<file path="config.mk">
export PLATFORM = sky130hd
export DESIGN_NAME = tapped_shift_register
export DESIGN_NICKNAME = d
export VERILOG_FILES = /design/src/rtl/tapped_shift_register.sv
export SDC_FILE = /design/constraint.sdc
export NUM_CORES = 1
export LEC_CHECK = 0
export ABC_AREA = 1
export CORE_MARGIN = 2
export CORE_UTILIZATION = 40
export CTS_CLUSTER_DIAMETER = 80
export CTS_CLUSTER_SIZE = 24
export DETAILED_ROUTE_END_ITERATION = 16
export MAX_ROUTING_LAYER = met4
export PLACE_DENSITY = 0.6
export SYNTH_ARGS = -nofsm -noshare
export SYNTH_HDL_FRONTEND = slang
export SYNTH_SLANG_ARGS = --single-unit
export TNS_END_PERCENT = 10
</file>
<file path="constraint.sdc">
create_clock -name clk -period 20.4 [get_ports clk]
set_input_delay 4.08 -clock clk [delete_from_list [all_inputs] [get_ports clk]]
set_output_delay 4.08 -clock clk [all_outputs]
set_load 0.02 [all_outputs]
</file>
<file path="src/rtl/tapped_shift_register.sv">
// Tapped shift register: a STAGES-deep data/valid pipeline with a selectable
// output tap, the valid count up to that tap, and an optional output register.
module tapped_shift_register #(
  parameter int unsigned SIZE    = 32,
  parameter int unsigned STAGES  = 8,
  parameter int unsigned SEL_W   = 3,
  parameter int unsigned OUT_REG = 0
) (
  input  logic             clk,
  input  logic             reset_n,
  input  logic             enable,
  input  logic             flush,
  input  logic [SIZE-1:0]  din,
  input  logic             din_valid,
  input  logic [SEL_W-1:0] depth_sel,
  output logic [SIZE-1:0]  dout,
  output logic             dout_valid,
  output logic [SEL_W:0]   occupancy
);

  localparam int unsigned OCC_W   = SEL_W + 1;
  localparam int unsigned MAX_TAP = STAGES - 1;

  logic [STAGES-1:0][SIZE-1:0] stage_q, stage_d;
  logic [STAGES-1:0]           v_q, v_d;

  logic [SEL_W-1:0] tap_c;
  logic [SIZE-1:0]  dout_c;
  logic             dout_valid_c;
  logic [OCC_W-1:0] occupancy_c;

  // Pipeline advance; flush wins over enable and drops din.
  always_comb begin
    stage_d = stage_q;
    v_d     = v_q;
    if (flush) begin
      stage_d = '0;
      v_d     = '0;
    end else if (enable) begin
      stage_d = {stage_q[STAGES-2:0], din};
      v_d     = {v_q[STAGES-2:0], din_valid};
    end
  end

  always_ff @(posedge clk or negedge reset_n) begin
    if (!reset_n) begin
      stage_q <= '0;
      v_q     <= '0;
    end else begin
      stage_q <= stage_d;
      v_q     <= v_d;
    end
  end

  // Out-of-range selects collapse onto the last stage.
  always_comb begin
    tap_c = depth_sel;
    if (32'(depth_sel) > MAX_TAP) begin
      tap_c = SEL_W'(MAX_TAP);
    end
  end

  // Tap mux and valid count over stages 0..tap, driven only by registers.
  always_comb begin
    dout_c       = '0;
    dout_valid_c = 1'b0;
    occupancy_c  = '0;
    for (int unsigned i = 0; i < STAGES; i++) begin
      if (SEL_W'(i) == tap_c) begin
        dout_c       = stage_q[i];
        dout_valid_c = v_q[i];
      end
      if (SEL_W'(i) <= tap_c) begin
        occupancy_c = occupancy_c + OCC_W'(v_q[i]);
      end
    end
  end

  if (OUT_REG != 0) begin : g_out_reg
    logic [SIZE-1:0]  dout_q, dout_d;
    logic             dout_valid_q, dout_valid_d;
    logic [OCC_W-1:0] occupancy_q, occupancy_d;

    // Output stage samples every clock; a flush edge also blanks it.
    always_comb begin
      dout_d       = dout_c;
      dout_valid_d = dout_valid_c;
      occupancy_d  = occupancy_c;
      if (flush) begin
        dout_d       = '0;
        dout_valid_d = 1'b0;
        occupancy_d  = '0;
      end
    end

    always_ff @(posedge clk or negedge reset_n) begin
      if (!reset_n) begin
        dout_q       <= '0;
        dout_valid_q <= 1'b0;
        occupancy_q  <= '0;
      end else begin
        dout_q       <= dout_d;
        dout_valid_q <= dout_valid_d;
        occupancy_q  <= occupancy_d;
      end
    end

    assign dout       = dout_q;
    assign dout_valid = dout_valid_q;
    assign occupancy  = occupancy_q;
  end else begin : g_out_comb
    assign dout       = dout_c;
    assign dout_valid = dout_valid_c;
    assign occupancy  = occupancy_c;
  end

endmodule

</file>
Yosys cells after proc, flatten, opt, wreduce, memory -nomap -nowiden

Cells that the tools add are included.

Memories kept: 0
Word-level logic and storage cells: 61
Bits in registers: 264
Bits in read-only memories: 0
Latch bits: 0
Input port bits: 40
Bits in writable memories: 0
Output and inout bits: 37

Shift-type cells: 0
Eq/ne operators: 7
Muxes and demuxes: 28
$mul: 0
Add/subtract/negate cells: 7
Magnitude comparators: 8
Bitwise logic cells: 0
Reductions and logical operators: 2
Div/mod/pow operators: 0

Operator list:

| kind                                                          | count |
|---|---|
| two-way mux 256 bit                                           | 2 |
| two-way mux 32 bit                                            | 8 |
| adder 4 x 1 -> 4 bit                                          | 7 |
| two-way mux 4 bit                                             | 7 |
| two-way mux 8 bit                                             | 2 |
| equality test 3 bit, first input constant                     | 4 |
| less-or-equal comparator 3 bit, first input constant          | 4 |
| two-way mux 1 bit                                             | 9 |
| equality test 2 x 3 -> 1 bit, first input constant            | 2 |
| less-or-equal comparator 1 x 3 -> 1 bit, first input constant | 2 |
| less-or-equal comparator 2 x 3 -> 1 bit, first input constant | 2 |
| equality test 1 x 3 -> 1 bit, first input constant            | 1 |
| zero test 3 bit                                               | 1 |
| nonzero test 2 bit                                            | 1 |

Depth between registers and ports, before layout

Gate-level depths: netlist of run 1.

Depth after elaboration: 16
Depth in mapped cells: 30
Gate-level depth less buffers: 29

Worst setup path after synthesis of run 1

No wires, ideal clock.

Path type: input to output
Start: input port depth_sel[2]
End: output port occupancy[2]
Path buffers: 2
Setup slack: 7978 ps
Arrival time: 8342 ps
Data required time: 16320 ps
Stages on the path: 27
Cells stage by stage: buf_4 nor2_4 nand2_1 buf_2 o21ai_0 ha_1 or2_2 nand2_1 inv_1 ha_1 nand2_1 nand2_1 ha_1 or2_2 nand2_1 inv_1 ha_1 ha_1 or2_1 nand2_1 inv_1 ha_1 nand2_1 o21ai_1 ha_1 nand2_1 xnor2_1

Longest elaborated chain between the ends: 16
Elaborated cells between the ends (all ways): 23
Those cells by class: add/sub (7); order compare (8); mux (8)

RTL lines:

| item                                    | line | RTL |
|---|---|---|
| start, declared                         | 15   | `input logic [SEL_W-1:0] depth_sel,` |
| less-or-equal comparator 1 x 3 -> 1 bit | 73   | `if (SEL_W'(i) <= tap_c) begin` |
| two-way mux 1 bit                       | 73   |  |
| adder 4 x 1 -> 4 bit                    | 74   | `occupancy_c = occupancy_c + OCC_W'(v_q[i]);` |
| two-way mux 4 bit                       | 73   |  |
| adder 4 x 1 -> 4 bit                    | 74   |  |
| two-way mux 4 bit                       | 73   |  |
| adder 4 x 1 -> 4 bit                    | 74   |  |
| two-way mux 4 bit                       | 73   |  |
| adder 4 x 1 -> 4 bit                    | 74   |  |
| two-way mux 4 bit                       | 73   |  |
| adder 4 x 1 -> 4 bit                    | 74   |  |
| two-way mux 4 bit                       | 73   |  |
| adder 4 x 1 -> 4 bit                    | 74   |  |
| two-way mux 4 bit                       | 73   |  |
| adder 4 x 1 -> 4 bit                    | 74   |  |
| two-way mux 4 bit *                     | 73   |  |
| end, declared                           | 18   | `output logic [SEL_W:0] occupancy` |

Every way passes the cells marked *; elsewhere a longest branch is shown, timed or not.

Worst setup path after layout of run 1

Start: input port depth_sel[0]
End: output port occupancy[1]

Same word-level chain as after synthesis.

==> impl_metrics.json, run 1 <==
{
  "cts_tree": "built",
  "cts_repair_resize_count": 0,
  "sequential_to_total_area_share_from_yosys_stat_pct": 53.1,
  "report.power.total_uw": 949,
  "groute.usage.overall_pct": 20.8,
  "ctsHoldBuffers": 0,
  "final_layout_size_suffix_gt1_share_pct": 4.07,
  "synth_nets": 1581,
  "port-buffer-count": 76,
  "worst_setup_start_kind": "primary input",
  "clk_pin_slew_worst_paths_ns": 0.09,
  "power-per-cell-area_nw_per_um2": 68.5,
  "p_leak_nw": 6.38,
  "clk_latency_ns": 0.49,
  "die_width_um": 180,
  "grt_pass1_vias": 9797,
  "grt_start_max_net_pins": 123,
  "post_synth_instance_area_um2": 12400,
  "drt_drc_violations_left": 0,
  "cts_buffer_count": 15,
  "post_drt_via_cell_ratio": 5.35,
  "cp.arrival_ns": 9.89,
  "finalSetupTns_ns": 0,
  "finClkSkew_ns": 0.00955,
  "crit_fanout": 35,
  "routed_wl_mm": 32.6,
  "timing.slew.headroom_pct": 17.7,
  "finalCriticalPeriod_ns": 13.97,
  "rows": 64,
  "holdCritPathClass": "flop to flop",
  "global_route_wire_length_before_repair_mm": 54.6,
  "cts_setup_buffers": 0,
  "finalSetupViolCount": 0,
  "worst_slew_pin_slew_ns": 1.23,
  "ys_ff_latch": 264,
  "initial_utilization_pct": 40.7,
  "crit_path_end_kind": "output pin",
  "cap_viol_max_count": 0,
  "clock.fmax_mhz": 71.6,
  "clockBufferDepth": 3,
  "core_um2": 30600,
  "grt_setup_unrepaired": "no",
  "root_driver": "clkbuf_16",
  "yosysUniqueCellTypes": 32,
  "outcome": "completed",
  "max_transition_viols_final": 0,
  "timing.final.hold_violations": 0,
  "final_min_period_over_clock_period_pct": 68.5,
  "ios": 77,
  "finalNetCount": 1574,
  "postSynthAreaPerCell_um2": 8.15,
  "ys.warnings.count": 0,
  "overflow": 0,
  "layout-area-overhead-vs-synth_pct": 11.3,
  "firstDrtPassIters": 5,
  "cts.htree.levels": 1,
  "antenna_found_initial": 0,
  "worst-setup-path-type": "primary input to output pin",
  "gp_routability_congestion": 0.791,
  "required_ns": 16.32,
  "hpwl_mm": 19.5,
  "die_y_um": 180,
  "vdd_drop_max_v": 0.0000474,
  "antenna_diode_count": 0,
  "layout_fillers": 3000,
  "clkSinkCount": 264,
  "postRouteAntennaNets": 0,
  "dieArea_um2": 32500,
  "detailroute.via_count": 10300,
  "wire_per_inst_um": 17.0,
  "detail_route.iter0.violations": 1182,
  "netlist_instances": 1528
}
## flip-flops by register name, summed over array words and instances, names as in the netlist
register  cells
stage_q     256
v_q           8
## worst max-delay path: stages
cell and delay [ns]:
clkdlybuf4s50_1 0.75, inv_1 0.26, nand2_1 0.12, buf_4 0.36
nand2_1 0.12, o21ai_0 0.11, ha_1 0.25, or2_2 0.29
nand2_1 0.07, inv_1 0.05, ha_1 0.26, nand2_1 0.09
nand2_1 0.06, ha_1 0.25, or2_2 0.30, nand2_1 0.07
inv_1 0.04, ha_1 0.27, nand2_1 0.08, nand2_1 0.06
ha_1 0.26, or2_2 0.30, and2_1 0.16, ha_1 0.19
ha_1 0.27, nand2_1 0.04, o21ai_0 0.09, clkdlybuf4s50_1 0.62
## cell usage in the layout, fill, tap and decap left out, types with 32 or more instances in the layout
cell	Yosys	final
o31ai_1	34	34
o21ai_0	150	150
inv_1	99	97
nand3_1	223	223
nand4_1	32	32
o22ai_1	32	32
dfrtp_1	264	264
clkdlybuf4s50_1	0	74
nand2_1	463	463
a21oi_1	40	40
## final cells by class
cell class,count,area [um2],share of cell area [%]
Clock buffer,17,393,2.84
Clock inverter,4,55.1,0.397
Inverter,108,413,2.98
Sequential cell,264,6610,47.7
Tap cell,396,495,3.58
Multi-Input combinational cell,1043,5030,36.3
Timing Repair Buffer,89,865,6.24
## per-stage QoR
stage	worst slack (ns)	area, um2	cells	hold WS (ns)	util, %
after global routing	6.01	13900	1921	0.498	45.3
after floorplan	7.98	12400	1528	0.442	-
final	6.43	13900	1921	0.480	45.3
after CTS	6.39	13900	1921	0.481	45.3
after global placement	6.53	13400	1900	0.454	43.8
after detailed placement	6.39	13400	1900	0.459	43.8
## synth_stat cells (all sizes together)
| library cell | n | area (um2) |
|---|---|---|
| nand2 | 467 | 1760 |
| dfrtp | 264 | 6610 |
| nand3 | 223 | 1120 |
| o21ai | 152 | 764 |
| inv | 107 | 404 |
| clkbuf | 100 | 375 |
| a21oi | 40 | 200 |
| o31ai | 34 | 255 |
| nand4 | 32 | 200 |
| o22ai | 32 | 200 |
| nor2 | 17 | 78.8 |
| buf | 13 | 58.8 |
| ha | 13 | 163 |
| a221oi | 12 | 105 |
| o21a | 12 | 90.1 |
| or2 | 4 | 25.0 |
| a21boi | 1 | 7.51 |
| and2 | 1 | 6.26 |
| clkinv | 1 | 3.75 |
| o2111ai | 1 | 8.76 |
| o211ai | 1 | 7.51 |
| xnor2 | 1 | 8.76 |
## routing by layer
metal  vias to the layer above  global-route usage, %  part of all wire, %  routed length [um]
li1                       5083                      -                    -                   -
met1                      4902                   33.7                   54               17500
met2                       268                   28.4                   41               13300
met3                        22                   1.74                  4.5                1480
met4                         0                   3.10                 0.93                 302
met5                         -                      -                    0                   0
## report_power, final
part	total (mW)	switching (mW)	internal, mW	leakage, nW
registers	0.534	0.00380	0.530	3.66
clock network	0.325	0.173	0.153	0.216
logic	0.0896	0.0660	0.0235	2.50
## logic make-up after synthesis
| kind of cell | synth area share [%] |
|---|---|
| xor gates and xnor gates | 0.0704 |
| buffers and inverters | 6.76 |
| DFF | 53.1 |
| adders and majority gates | 1.31 |
| AOI/OAI and AO/OA | 13.2 |
| and+or+nand+nor | 25.6 |
## path summary, 6_finish.rpt
kind                            depth (start not counted)           end  slack [ns]    startpoint
worst max-delay path                                   28  occupancy[1]        6.43  depth_sel[0]
worst min register to register                          2  stage_q[249]        0.48  stage_q[249]
max in group asynchronous                               2  stage_q[106]       15.22       reset_n
worst min-delay path                                    2  stage_q[249]        0.48  stage_q[249]
worst max register to register                          2        v_q[7]       19.62        v_q[6]
min in group asynchronous                               1  stage_q[247]        3.62       reset_n
Note: power is estimated with default switching activity, not from simulation.
==> run 2, diff against run 1 <==
Settings changed: PLACE_DENSITY 0.6 to 0.63.
Clock period 20.4 ns to 11.18 ns, I/O delays scaled along.
==> run 2 against run 1 <==
Against the previous run: setup slack got worse by 5.6 ns; clock skew rose by 0.0022 ns; sequential power is 83% higher; via count up 0.30%; power grew 81%; highest routed layer unchanged.
==> impl_metrics.json, run 2 (synthesized netlist as in run 1, its figures left out) <==
{
  "groute.usage.overall_pct": 20.3,
  "crit_fanout": 34,
  "cts_tree": "built",
  "layout_fillers": 3024,
  "register_bank_with_the_most_flops": "stage_q",
  "clockBufferDepth": 3,
  "largest_reg_flops": 256,
  "finalNetCount": 1574,
  "largest_regs": "stage_q (256), v_q (8)",
  "cap_viol_max_count": 0,
  "finalSetupTns_ns": 0,
  "wire_per_inst_um": 16.6,
  "clock.fmax_mhz": 97.1,
  "timing.final.hold_violations": 0,
  "port-buffer-count": 76,
  "highest_count_cells_in_the_layout_ignoring_fill_and_taps": "nand2_1, dfrtp_1, nand3_1",
  "worst_setup_start_kind": "primary input",
  "clk_pin_slew_worst_paths_ns": 0.10,
  "switchingPower_uw": 439,
  "power_frac_comb_pct": 9.5,
  "cp.buffers_inverters": 7,
  "crit_path_end_kind": "output pin",
  "ios": 77,
  "internal_power_mw": 1.28,
  "finalSetupViolCount": 0,
  "finalCriticalPeriod_ns": 10.30,
  "routed_wl_mm": 31.9,
  "power.share.sequential_pct": 56.7,
  "root_driver": "clkbuf_16",
  "detail_route.iter0.violations": 1147,
  "detailroute.via_count": 10300,
  "initial_utilization_pct": 40.7,
  "final_min_period_over_clock_period_pct": 92.1,
  "grt_start_max_net_pins": 163,
  "finClkSkew_ns": 0.0117,
  "required_ns": 8.94,
  "grt_pass1_vias": 9560,
  "final_layout_size_suffix_gt1_share_pct": 4.01,
  "antenna_diode_count": 0,
  "cp.arrival_ns": 8.07,
  "hpwl_mm": 19.2,
  "firstDrtPassIters": 5,
  "cpLargestDelayFamily": "buffers and inverters",
  "die_y_um": 180,
  "holdCritPathClass": "flop to flop",
  "timing.slew.headroom_pct": 18.1,
  "cts_buffer_count": 15,
  "clkSinkCount": 264,
  "worst-setup-path-type": "primary input to output pin",
  "dp_slack_ns": 0.871,
  "rows": 64,
  "cts_setup_buffers": 0,
  "finalWorstSetupSlack_ns": 0.879,
  "dieArea_um2": 32500,
  "p_leak_nw": 6.37,
  "critical_path.most_common_cell": "nand2_1",
  "overflow": 0,
  "crit_slowest_cell": "clkdlybuf4s50_1",
  "gp_routability_congestion": 0.802,
  "max_transition_viols_final": 0,
  "ctsHoldBuffers": 0,
  "clk_latency_ns": 0.49,
  "global_route_wire_length_before_repair_mm": 53.7,
  "vdd_drop_max_v": 0.0000785,
  "clockPowerShare_pct": 33.9,
  "core_um2": 30600,
  "critical_path_max_stage_delay_ns": 0.75,
  "power-per-cell-area_nw_per_um2": 124,
  "post_drt_via_cell_ratio": 5.37,
  "die_width_um": 180,
  "cts.htree.levels": 1,
  "p_sw_share_pct": 25.5,
  "antenna_found_initial": 0,
  "cts_repair_resize_count": 0,
  "grt_setup_unrepaired": "no",
  "layout-area-overhead-vs-synth_pct": 11.2,
  "postRouteAntennaNets": 0,
  "outcome": "completed",
  "drt_drc_violations_left": 0,
  "worst_slew_pin_slew_ns": 1.23,
  "final_common_cell": "nand2_1"
}
## run 2: layer usage
layer	global-route usage, %	part of all wire, %
met5	-	0
met4	2.81	0.96
met3	1.86	5.4
met2	26.4	40
met1	34.2	53
## run 2: power by group through the flow
stage	Combinational, mW	Sequential (mW)	Clock (mW)
after global placement	0.162	0.993	0
after detailed placement	0.164	0.994	0
after floorplan	0.0899	0.992	0
final	0.163	0.975	0.583
after CTS	0.164	0.975	0.599
after global routing	0.182	0.977	0.631
## run 2: worst min-delay path, stage by stage, from the launching register on
cell     delay, ns
dfrtp_1       0.36
nand2_1       0.05
nand2_1       0.04
## run 2: area by class of cell
cell class	count	area [um2]	area share [%]
sequential	264	6610	47.7
multi-input combinational	1043	5020	36.3
timing repair buffer	89	865	6.25
tap	396	495	3.58
inverter	108	413	2.98
clock buffer	15	375	2.71
clock inverter	4	57.6	0.416
## run 2: final timing paths
path,startpoint,endpoint,slack (ns),cells past startpoint
setup / recovery,depth_sel[0],occupancy[2],0.88,28
hold / removal,stage_q[231],stage_q[231],0.48,2
setup reg to reg,stage_q[128],stage_q[128],10.40,2
hold reg to reg,stage_q[231],stage_q[231],0.48,2
max in group asynchronous,reset_n,stage_q[88],7.61,2
min in group asynchronous,reset_n,stage_q[244],1.86,1
## run 2: stage by stage
| step | cells | util [%] | power [mW] | instance area [um2] | hold slack (ns) |
|---|---|---|---|---|---|
| 2_1_floorplan | 1528 | - | 1.08 | 12400 | 0.442 |
| 3_3_place_gp | 1900 | 43.8 | 1.15 | 13400 | 0.453 |
| 3_5_place_dp | 1900 | 43.8 | 1.16 | 13400 | 0.459 |
| 4_1_cts | 1919 | 45.2 | 1.74 | 13800 | 0.484 |
| 5_1_grt | 1919 | 45.2 | 1.79 | 13800 | 0.497 |
| 6_report | 1919 | 45.2 | 1.72 | 13800 | 0.480 |
==> run 3, diff against run 2 <==
Settings changed: PLACE_DENSITY 0.63 to 0.64.
==> run 3 against run 2 <==
Against the previous run: hold slack got worse by 0.0014 ns; register-to-register slack got worse by 0.02 ns; final cell count barely moved; critical path depth rose by 1; sequential share of layout area rose by 0.082 points; combinational power barely moved; maximum frequency rose by 0.72%; largest cell class unchanged; largest power group unchanged.
==> impl_metrics.json, run 3 (synthesized netlist as in run 1, its figures left out) <==
{
  "holdCritPathClass": "flop to flop",
  "grt_setup_unrepaired": "no",
  "final_util_pct": 45.2,
  "detail_route.iter0.violations": 1125,
  "crit_fanout": 35,
  "final_layout_size_suffix_gt1_share_pct": 4.00,
  "core_um2": 30600,
  "clockBufferDepth": 3,
  "die_y_um": 180,
  "cts_buffer_count": 15,
  "cts_repair_resize_count": 0,
  "register_bank_with_the_most_flops": "stage_q",
  "hpwl_mm": 19.5,
  "gp_routability_congestion": 0.767,
  "worst-setup-path-type": "primary input to output pin",
  "cts_tree": "built",
  "grt_start_max_net_pins": 135,
  "finalSetupTns_ns": 0,
  "port-buffer-count": 76,
  "timing.slew.headroom_pct": 20.8,
  "p_leak_nw": 6.36,
  "finalNetCount": 1575,
  "clkSinkCount": 264,
  "global_route_wire_length_before_repair_mm": 53.2,
  "largest_reg_flops": 256,
  "vdd_drop_max_v": 0.0000746,
  "largest_regs": "stage_q (256), v_q (8)",
  "required_ns": 8.94,
  "drt_drc_violations_left": 0,
  "groute.layer.met1.usage_pct": 33.8,
  "max_transition_viols_final": 0,
  "firstDrtPassIters": 5,
  "highest_count_cells_in_the_layout_ignoring_fill_and_taps": "nand2_1, dfrtp_1, nand3_1",
  "root_driver": "clkbuf_16",
  "antenna_diode_count": 0,
  "outcome": "completed",
  "whs_path_depth": 2,
  "clock.fmax_mhz": 97.8,
  "cp.arrival_ns": 7.99,
  "postRouteAntennaNets": 0,
  "setup.reg_to_reg.worst_slack_ns": 10.38,
  "use_met3_pct": 1.80,
  "cts.htree.levels": 1,
  "rows": 64,
  "reg2reg_depth": 2,
  "crit_slowest_cell": "clkdlybuf4s50_1",
  "cap_viol_max_count": 0,
  "post_drt_via_cell_ratio": 5.34,
  "power-per-cell-area_nw_per_um2": 123,
  "groute.usage.overall_pct": 20.2,
  "final_min_period_over_clock_period_pct": 91.5,
  "crit_path_end_kind": "output pin",
  "ctsHoldBuffers": 0,
  "wire_per_inst_um": 16.6,
  "detailroute.via_count": 10200,
  "worst_setup_start_kind": "primary input",
  "finClkSkew_ns": 0.0101,
  "worst_slew_pin_slew_ns": 1.19,
  "cts_setup_buffers": 0,
  "grt_busiest_layer": "met1",
  "dieArea_um2": 32500,
  "critical_path_max_stage_delay_ns": 0.75,
  "finalCriticalPeriod_ns": 10.23,
  "critical_path.most_common_cell": "nand2_1",
  "overflow": 0,
  "antenna_found_initial": 0,
  "finalSetupViolCount": 0,
  "clk_pin_slew_worst_paths_ns": 0.09,
  "grt_pass1_vias": 9484,
  "final_common_cell": "nand2_1",
  "globalRouteMet2Util_pct": 26.2,
  "layout-area-overhead-vs-synth_pct": 11.0,
  "initial_utilization_pct": 40.7,
  "clk_latency_ns": 0.50,
  "timing.final.hold_violations": 0,
  "routed_wl_mm": 31.9,
  "ios": 77,
  "die_width_um": 180
}
run 3: layout make-up:
class | count | area, um2
clock buffers | 16 | 379
clock inverters | 3 | 27.5
repair buffers | 90 | 872
inverters | 108 | 413
flip-flops and latches | 264 | 6610
multi-input cells | 1043 | 5020
fillers | 3032 | 16800
well taps | 396 | 495
run 3: metal layers:
metal	share of wire, %	vias to the layer above
met5	0	-
met3	5.3	21
met2	40	292
met4	0.97	0
met1	54	4855
li1	-	5078
run 3: where the power goes:
| group | switching (mW) | internal [mW] |
|---|---|---|
| sequential | 0.00700 | 0.968 |
| clock | 0.312 | 0.249 |
| combinational | 0.119 | 0.0429 |
run 3: worst max-delay path: cells and delay by family:
kind	cells	cell delay [ns]
buffers and inverters	7	2.06
and+or+nand+nor	12	1.55
adders and majority gates	7	1.69
xor gates and xnor gates	1	0.17
AOI/OAI and AO/OA	2	0.27
run 3: stage by stage:
step	cells	power (mW)	cell area [um2]	hold WS, ns	setup WS [ns]
after floorplan	1528	1.08	12400	0.442	2.45
after global placement	1901	1.15	13400	0.454	1.10
after detailed placement	1901	1.16	13400	0.459	0.929
after CTS	1920	1.72	13800	0.483	0.927
after global routing	1920	1.77	13800	0.496	0.504
final	1920	1.70	13800	0.478	0.952
run 3: final timing paths:
kind                                    from      endpoint
worst max-delay path            depth_sel[0]  occupancy[2]
worst min-delay path            stage_q[250]  stage_q[250]
worst max register to register        v_q[0]        v_q[0]
worst min register to register  stage_q[250]  stage_q[250]
max in group asynchronous            reset_n  stage_q[161]
min in group asynchronous            reset_n  stage_q[180]
